$ cat src/rtl/wb_pipe_reg.sv
// MEM->WB pipeline register with a two-entry skid buffer.
// Load data is aligned and extended as it is captured, so WB only has to pick
// between the ALU result and the finished load value. in_ready comes straight
// from the skid valid flop, so there is no combinational ready path back into MEM.
module wb_pipe_reg #(
    parameter int XLEN = 32,
    parameter int REGW = 5
) (
    input  logic            clk,
    input  logic            rst,
    input  logic            in_valid,
    output logic            in_ready,
    input  logic [XLEN-1:0] in_alu_out,
    input  logic [XLEN-1:0] in_ld_data,
    input  logic [2:0]      in_addr_lo,
    input  logic [2:0]      in_funct3,
    input  logic            in_wb_sel,
    input  logic            in_wb_en,
    input  logic [REGW-1:0] in_rd,
    input  logic            flush,
    output logic            out_valid,
    input  logic            out_ready,
    output logic            out_wb_en,
    output logic [REGW-1:0] out_rd,
    output logic [XLEN-1:0] out_wb_data,
    output logic [XLEN-1:0] out_alu_out,
    output logic [XLEN-1:0] out_ld_data
);

    typedef struct packed {
        logic [XLEN-1:0] alu_out;
        logic [XLEN-1:0] ld_data;
        logic            wb_sel;
        logic            wb_en;
        logic [REGW-1:0] rd;
    } entry_t;

    entry_t main_q, skid_q, in_e;
    logic   main_v, skid_v;
    logic   accept, pop;

    // Lane selection and extension. Misaligned halfword/word offsets simply
    // drop the low offset bits; the word lane exists only on 64-bit datapaths.
    function automatic logic [XLEN-1:0] ld_extract(
        input logic [XLEN-1:0] w,
        input logic [2:0]      lo,
        input logic [2:0]      f3
    );
        logic [2:0]      b_off, h_off, w_off;
        logic [7:0]      b;
        logic [15:0]     h;
        logic [31:0]     wd;
        logic [XLEN-1:0] r;
        b_off = (XLEN == 64) ? lo : {1'b0, lo[1:0]};
        h_off = (XLEN == 64) ? {lo[2:1], 1'b0} : {1'b0, lo[1], 1'b0};
        w_off = (XLEN == 64) ? {lo[2], 2'b00} : 3'b000;
        b  = 8'(w >> {b_off, 3'b000});
        h  = 16'(w >> {h_off, 3'b000});
        wd = 32'(w >> {w_off, 3'b000});
        r  = w;
        case (f3)
            3'b000:  r = XLEN'($signed(b));
            3'b001:  r = XLEN'($signed(h));
            3'b010:  r = XLEN'($signed(wd));
            3'b100:  r = XLEN'(b);
            3'b101:  r = XLEN'(h);
            3'b110:  r = (XLEN == 64) ? XLEN'(wd) : w;
            default: r = w;
        endcase
        return r;
    endfunction

    assign in_ready = ~skid_v;
    assign accept   = in_valid & in_ready & ~flush;
    assign pop      = main_v & out_ready;

    // Build the entry as it will be stored; x0 never gets a write enable.
    always_comb begin
        in_e         = '0;
        in_e.alu_out = in_alu_out;
        in_e.ld_data = ld_extract(in_ld_data, in_addr_lo, in_funct3);
        in_e.wb_sel  = in_wb_sel;
        in_e.wb_en   = in_wb_en & (in_rd != '0);
        in_e.rd      = in_rd;
    end

    // Main/skid occupancy and data movement; flush squashes both entries.
    always_ff @(posedge clk or posedge rst) begin
        if (rst) begin
            main_v <= 1'b0;
            skid_v <= 1'b0;
            main_q <= '0;
            skid_q <= '0;
        end else if (flush) begin
            main_v <= 1'b0;
            skid_v <= 1'b0;
        end else if (!main_v) begin
            if (accept) begin
                main_q <= in_e;
                main_v <= 1'b1;
            end
        end else if (pop) begin
            if (skid_v) begin
                // in_ready is low while the skid is full, so no accept here
                main_q <= skid_q;
                skid_v <= 1'b0;
            end else if (accept) begin
                main_q <= in_e;
            end else begin
                main_v <= 1'b0;
            end
        end else if (accept) begin
            skid_q <= in_e;
            skid_v <= 1'b1;
        end
    end

    // Head entry drives WB; data fields are muxed from the stored entry.
    always_comb begin
        out_valid   = main_v;
        out_wb_en   = main_v & main_q.wb_en;
        out_rd      = main_q.rd;
        out_alu_out = main_q.alu_out;
        out_ld_data = main_q.ld_data;
        out_wb_data = main_q.wb_sel ? main_q.ld_data : main_q.alu_out;
    end

endmodule

$ cat config.mk
export PLATFORM = sky130hd
export DESIGN_NAME = wb_pipe_reg
export DESIGN_NICKNAME = d
export VERILOG_FILES = /design/src/rtl/wb_pipe_reg.sv
export SDC_FILE = /design/constraint.sdc
export NUM_CORES = 1
export LEC_CHECK = 0
export BUFFER_PORTS_ARGS = -buffer_cell sky130_fd_sc_hd__clkbuf_2
export CORE_UTILIZATION = 30
export DETAILED_ROUTE_END_ITERATION = 16
export PLACE_DENSITY = 0.55
export SETUP_SLACK_MARGIN = 0.4
export SYNTH_ARGS = -nofsm -noshare
export SYNTH_HDL_FRONTEND = slang
export SYNTH_SLANG_ARGS = --single-unit
$ cat constraint.sdc
create_clock -name clk -period 5.2 [get_ports clk]
set_input_delay 1.04 -clock clk [delete_from_list [all_inputs] [get_ports clk]]
set_output_delay 1.04 -clock clk [all_outputs]
set_load 0.01 [all_outputs]
==> summary.txt, run 1 <==
most frequent cells in the layout -> 184 x clkbuf_2, 156 x nand2_1, 144 x dfrtp_1
CP Data Required Time -> 4.16 ns
drt initial violations -> 355
Synth Cell Area -> 0.00725 mm²
Critical Path AT -> 1.75 ns
Hold WC Path Type -> register to register
Slew @ Worst Pin -> 1.08 ns
Synth Instances -> 776
Max VDD drop -> 206 µV
DR vias -> 5,865
Final Cycle Share -> 53.6%
Post-CTS Setup Bufs -> 0
WL per Instance -> 18.0 µm
GRT Overall Usage -> 18.2%
row cnt -> 56
remaining global-route overflow -> 0
share of post-route cells with drive strength above 1 -> 31.9%
Top FF cell, synth -> dfrtp_1
CTS buffer count -> 17
NetSw -> 1.13 mW
DRT antenna net count -> 0
PwrDens -> 416 mW/mm²
Final Max Tran Viols -> 0
count of cell types in the netlist -> 37
I/O pin cnt -> 186
Clk pin slew, worst setup/hold paths -> 0.06 ns
clock power share -> 32.2%
area of the die -> 0.0248 mm²
Achievable Freq -> 0.359 GHz
Clock Tree Buf Depth -> 2
area share of the leading cell type in the synthesized netlist -> 49.7%
vias per std cell -> 4.89
clk_lat worst skew -> 0.42 ns
CTS root buffer -> clkbuf_16
clk sinks -> 144
Final min period -> 2.79 ns
MaxCap Viol Count -> 0
Die Ht -> 157 µm
global-route wire length before repair -> 33,700 µm
TritonCTS clock tree -> done
Final Hold Vio Count -> 0
H-tree levels -> 4
total wire length -> 21,600 µm
syn avg cell area -> 9.34 µm²
CP Capture Type -> output port
clock skew -> 0.00689 ns
fin nets -> 950
DR DRC count -> 0
commonest non-fill, non-tap cell in the layout -> clkbuf_2
RSZ-0062 raised after global routing -> no
CTS Hold Bufs -> 0
PortBufs -> 184
switch share -> 32.1%
DR pass1 iterations -> 5
FFs w/ async S/R, synth -> 100%
Synth warnings -> 0
CP Class -> register to output port
number of synthesized flops with an enable pin -> 0
ant diodes -> 0
internal power -> 2.38 mW
sequential fraction of the synthesis area -> 49.7%
status -> complete, no violations
combinational fraction of design power -> 23.1%
critical path fanouts, max -> 33
Seq pwr share -> 44.7%
largest net degree at the start of global routing -> 145
Startpoint Class -> register
Core Footprint -> 0.0236 mm²
die width -> 157 µm
Synth Net Count -> 858
number of global-route vias before repair -> 5,702
initial antenna violation count -> 0
Synth area leaders -> dfrtp_1 50%, nand2_1 8.1%, buf_4 7.2%
Finish-stage setup viols -> 0
Filler cells -> 2,449
total negative slack -> 0 ns
dpl cells -> 1,168
Leak -> 3.88 nW
Slew HR -> 27.6%
initial core utilization -> 30.7%
number of synthesized register bits -> 144
cts repair resizes -> 0
Final HPWL DP -> 14,800 µm
Finished Layout Cells -> 1,200
GP Congestion -> 0.849
Area Growth Syn to Fin -> 16.3%
cell taking the most area after synthesis -> dfrtp_1
-- sequential cells by signal, indices dropped and copies added, names as in the netlist --
signal       count
out_ld_data     32
out_alu_out     32
skid_v           1
main_q           2
skid_q          71
out_valid        1
out_rd           5
-- cells by family (layout without fill, tap and decap cells) --
| group | Yosys count | after routing | synth area share, % |
|---|---|---|---|
| compound gates | 201 | 201 | 17.3 |
| buf+inv | 133 | 238 | 11.4 |
| simple gates | 248 | 248 | 13.9 |
| mux | 50 | 50 | 7.63 |
| flops | 144 | 144 | 49.7 |
-- power groups by stage --
stage          clock [mW]  sequential (mW)  combinational [mW]
4_1_cts              1.16             1.57               0.821
6_report             1.13             1.57               0.810
2_1_floorplan           0             1.51               0.669
5_1_grt              1.20             1.60               0.912
3_5_place_dp            0             1.58               0.818
3_3_place_gp            0             1.58               0.807
-- metrics by stage --
stage | hold slack [ns] | total power, mW | area [µm²] | setup WS [ns] | util, %
floorplan | 0.439 | 2.17 | 7250 | 2.35 | -
CTS | 0.474 | 3.55 | 8430 | 2.40 | 35.7
global route | 0.495 | 3.72 | 8430 | 2.33 | 35.7
detailed placement | 0.461 | 2.40 | 7890 | 2.12 | 33.4
global placement | 0.452 | 2.38 | 7890 | 2.13 | 33.4
finish | 0.470 | 3.51 | 8430 | 2.41 | 35.7
-- layout make-up --
type / count / area (µm²) / share of cell area (%)
sequential: 144 / 3600 / 42.8
multi-input combinational: 499 / 2830 / 33.6
timing repair buffer: 192 / 993 / 11.8
clock buffer: 21 / 460 / 5.46
tap: 319 / 399 / 4.74
clock inverter: 11 / 81.3 / 0.965
inverter: 14 / 56.3 / 0.668
-- final timing paths --
kind | startpoint | endpoint | slack, ns | depth (start not counted)
min reg2reg | skid_q[18] | skid_q[18] | 0.47 | 2
max | main_q[6] | out_wb_data[4] | 2.41 | 3
max in group asynchronous | rst | out_ld_data[8] | 3.76 | 3
max reg2reg | skid_v | skid_q[26] | 2.80 | 6
min in group asynchronous | rst | out_alu_out[25] | 0.83 | 3
min | skid_q[18] | skid_q[18] | 0.47 | 2
-- cell usage after synthesis (2+ instances only) --
cell      count
buf_2        20
dfrtp_1     144
buf_6         3
a21oi_2       3
a21oi_1      80
mux2i_1       8
nor3_2        2
buf_4        70
o21a_1       14
mux2_2       42
nand2_1     157
o22ai_1      65
nor2_1       70
inv_1        12
a211oi_1     16
nor3_1        2
clkbuf_8      2
clkbuf_1     24
nand3_1       3
or3_1         3
o21ai_0       6
o22a_1        7
a32oi_1       7
nor2_4        3
-- critical path: stages, from the launching register on --
cell	delay, ns
dfrtp_1	0.32
buf_4	0.45
mux2_2	0.41
clkbuf_2	0.13
-- layer usage --
layer	part of all wire, %	track usage, %
met1	46	24.3
met2	47	29.3
met3	5.3	3.99
met4	1.6	5.22
met5	0	0
Note: power is estimated with default switching activity, not from simulation.
==> inputs of run 2 (changes only) <==
==> constraint.sdc (replaced) <==
create_clock -name clk -period 2.7 [get_ports clk]
set_input_delay 0.54 -clock clk [delete_from_list [all_inputs] [get_ports clk]]
set_output_delay 0.54 -clock clk [all_outputs]
set_load 0.01 [all_outputs]
==> run 2 against run 1 <==
- sequential power grew 92%
- via count up 0.78%
- critical path depth did not move
==> summary.txt, run 2 (synthesis results as in run 1) <==
commonest non-fill, non-tap cell in the layout -> clkbuf_2
Cell Area, Placed -> 0.00801 mm²
reg2reg setup slack -> 0.64 ns
CP Class -> register to output port
Clk pin slew, worst setup/hold paths -> 0.06 ns
initial antenna violation count -> 1
crit-path max cell delay -> 0.39 ns
Final Max Tran Viols -> 0
clk_lat worst skew -> 0.42 ns
CTS root buffer -> clkbuf_16
H-tree levels -> 4
vias per std cell -> 4.87
slowest cell on the critical path -> mux2_2
I/O pin cnt -> 186
max FFs per register -> 71
initial core utilization -> 30.7%
total power -> 6.93 mW
die width -> 157 µm
Area Growth Syn to Fin -> 18.6%
Post-CTS Setup Bufs -> 0
largest net degree at the start of global routing -> 47
Final Cycle Share -> 80.8%
Finished Layout Cells -> 1,213
global-route wire length before repair -> 33,700 µm
crit-path cells -> buf_6 > mux2_2 > clkbuf_2
remaining global-route overflow -> 0
switch share -> 31.3%
DR pass1 iterations -> 4
RSZ-0062 raised after global routing -> no
WL per Instance -> 18.1 µm
Final min period -> 2.18 ns
setup slack after layout -> 0.518 ns
share of post-route cells with drive strength above 1 -> 32.9%
fin area -> 0.00860 mm²
pre-CTS WS -> 0.370 ns
most frequent cells in the layout -> 184 x clkbuf_2, 156 x nand2_1, 144 x dfrtp_1
status -> complete, no violations
Final HPWL DP -> 15,500 µm
PwrDens -> 806 mW/mm²
worst reg2reg startpoint -> skid_v
GRT Overall Usage -> 18.3%
ant diodes -> 0
clock skew -> 0.00740 ns
Max VDD drop -> 383 µV
number of global-route vias before repair -> 5,690
Reg2Reg Capture Point -> out_ld_data[21]
Startpoint Class -> register
NetSw -> 2.17 mW
Final Hold Vio Count -> 0
Slew HR -> 56.0%
internal power -> 4.76 mW
GP Congestion -> 0.820
Clock Tree Buf Depth -> 2
drt initial violations -> 291
CTS buffer count -> 17
DR DRC count -> 0
Leak -> 3.97 nW
Seq pwr share -> 43.6%
TritonCTS clock tree -> done
Die Ht -> 157 µm
DRT antenna net count -> 0
total negative slack -> 0 ns
Slew @ Worst Pin -> 0.659 ns
CP Data Required Time -> 2.16 ns
fin nets -> 963
CP Capture Type -> output port
row cnt -> 56
Finish-stage setup viols -> 0
Hold WC Path Type -> input pin to async pin
area of the die -> 0.0248 mm²
MaxCap Viol Count -> 0
dpl cells -> 1,181
Filler cells -> 2,414
Core Footprint -> 0.0236 mm²
total wire length -> 22,000 µm
clk sinks -> 144
Achievable Freq -> 0.458 GHz
Critical Path AT -> 1.64 ns
critical path fanouts, max -> 33
combinational fraction of design power -> 22.8%
clock power share -> 33.6%
PortBufs -> 184
Reg2Reg Depth -> 5
DR vias -> 5,911
Reg with most FFs -> skid_q
run 2: cell type report:
type                    instances  area [µm²]  area share (%)
clock buffers                  20         447            5.20
clock inverters                12         134            1.56
inverters                      14        56.3           0.655
multi-input cells             499        2840            33.0
flip-flops and latches        144        3600            41.9
well taps                     319         399            4.64
repair buffers                205        1120            13.0
run 2: repair_timing:
item	in CTS	in global routing
gates resized for setup	1	1
hold buffers	0	0
pin swaps	0	0
setup endpoints to repair	2	4
run 2: through the flow:
step,hold slack (ns),util (%)
2_1_floorplan,0.439,-
3_3_place_gp,0.453,33.9
3_5_place_dp,0.462,33.9
4_1_cts,0.203,36.4
5_1_grt,0.228,36.4
6_report,0.196,36.4
run 2: worst max path at each step:
| stage | cells past startpoint | slack, ns | endpoint | start |
|---|---|---|---|---|
| 2_1_floorplan | 1 | 0.35 | main_q[5] | rst |
| 3_3_place_gp | 6 | 0.41 | out_alu_out[14] | in_valid |
| 3_5_place_dp | 6 | 0.37 | out_alu_out[6] | in_valid |
| 4_1_cts | 3 | 0.50 | out_wb_data[16] | main_q[6] |
| 5_1_grt | 3 | 0.44 | out_wb_data[16] | main_q[6] |
| 6_report | 3 | 0.52 | out_wb_data[16] | main_q[6] |
run 2: power groups by stage:
stage	registers (mW)	clock network [mW]	logic [mW]
after floorplan	2.90	0	1.29
after global placement	3.04	0	1.57
after detailed placement	3.05	0	1.59
after CTS	3.02	2.39	1.60
after global routing	3.08	2.48	1.77
final	3.02	2.33	1.58
run 2: layer usage:
layer / up-vias / share of wire [%] / track usage, % / wire (µm)
met5: - / 0.059 / 0 / 13
met4: 2 / 0.72 / 3.42 / 158
met3: 16 / 4.9 / 4.13 / 1070
met2: 184 / 48 / 30.2 / 10500
met1: 2883 / 47 / 24.5 / 10200
li1: 2826 / - / - / -
run 2: critical path: cells and delay by family (launching register included):
family / cells / cell delay, ns
DFF: 1 / 0.34
buffers and inverters: 2 / 0.47
muxes: 1 / 0.39
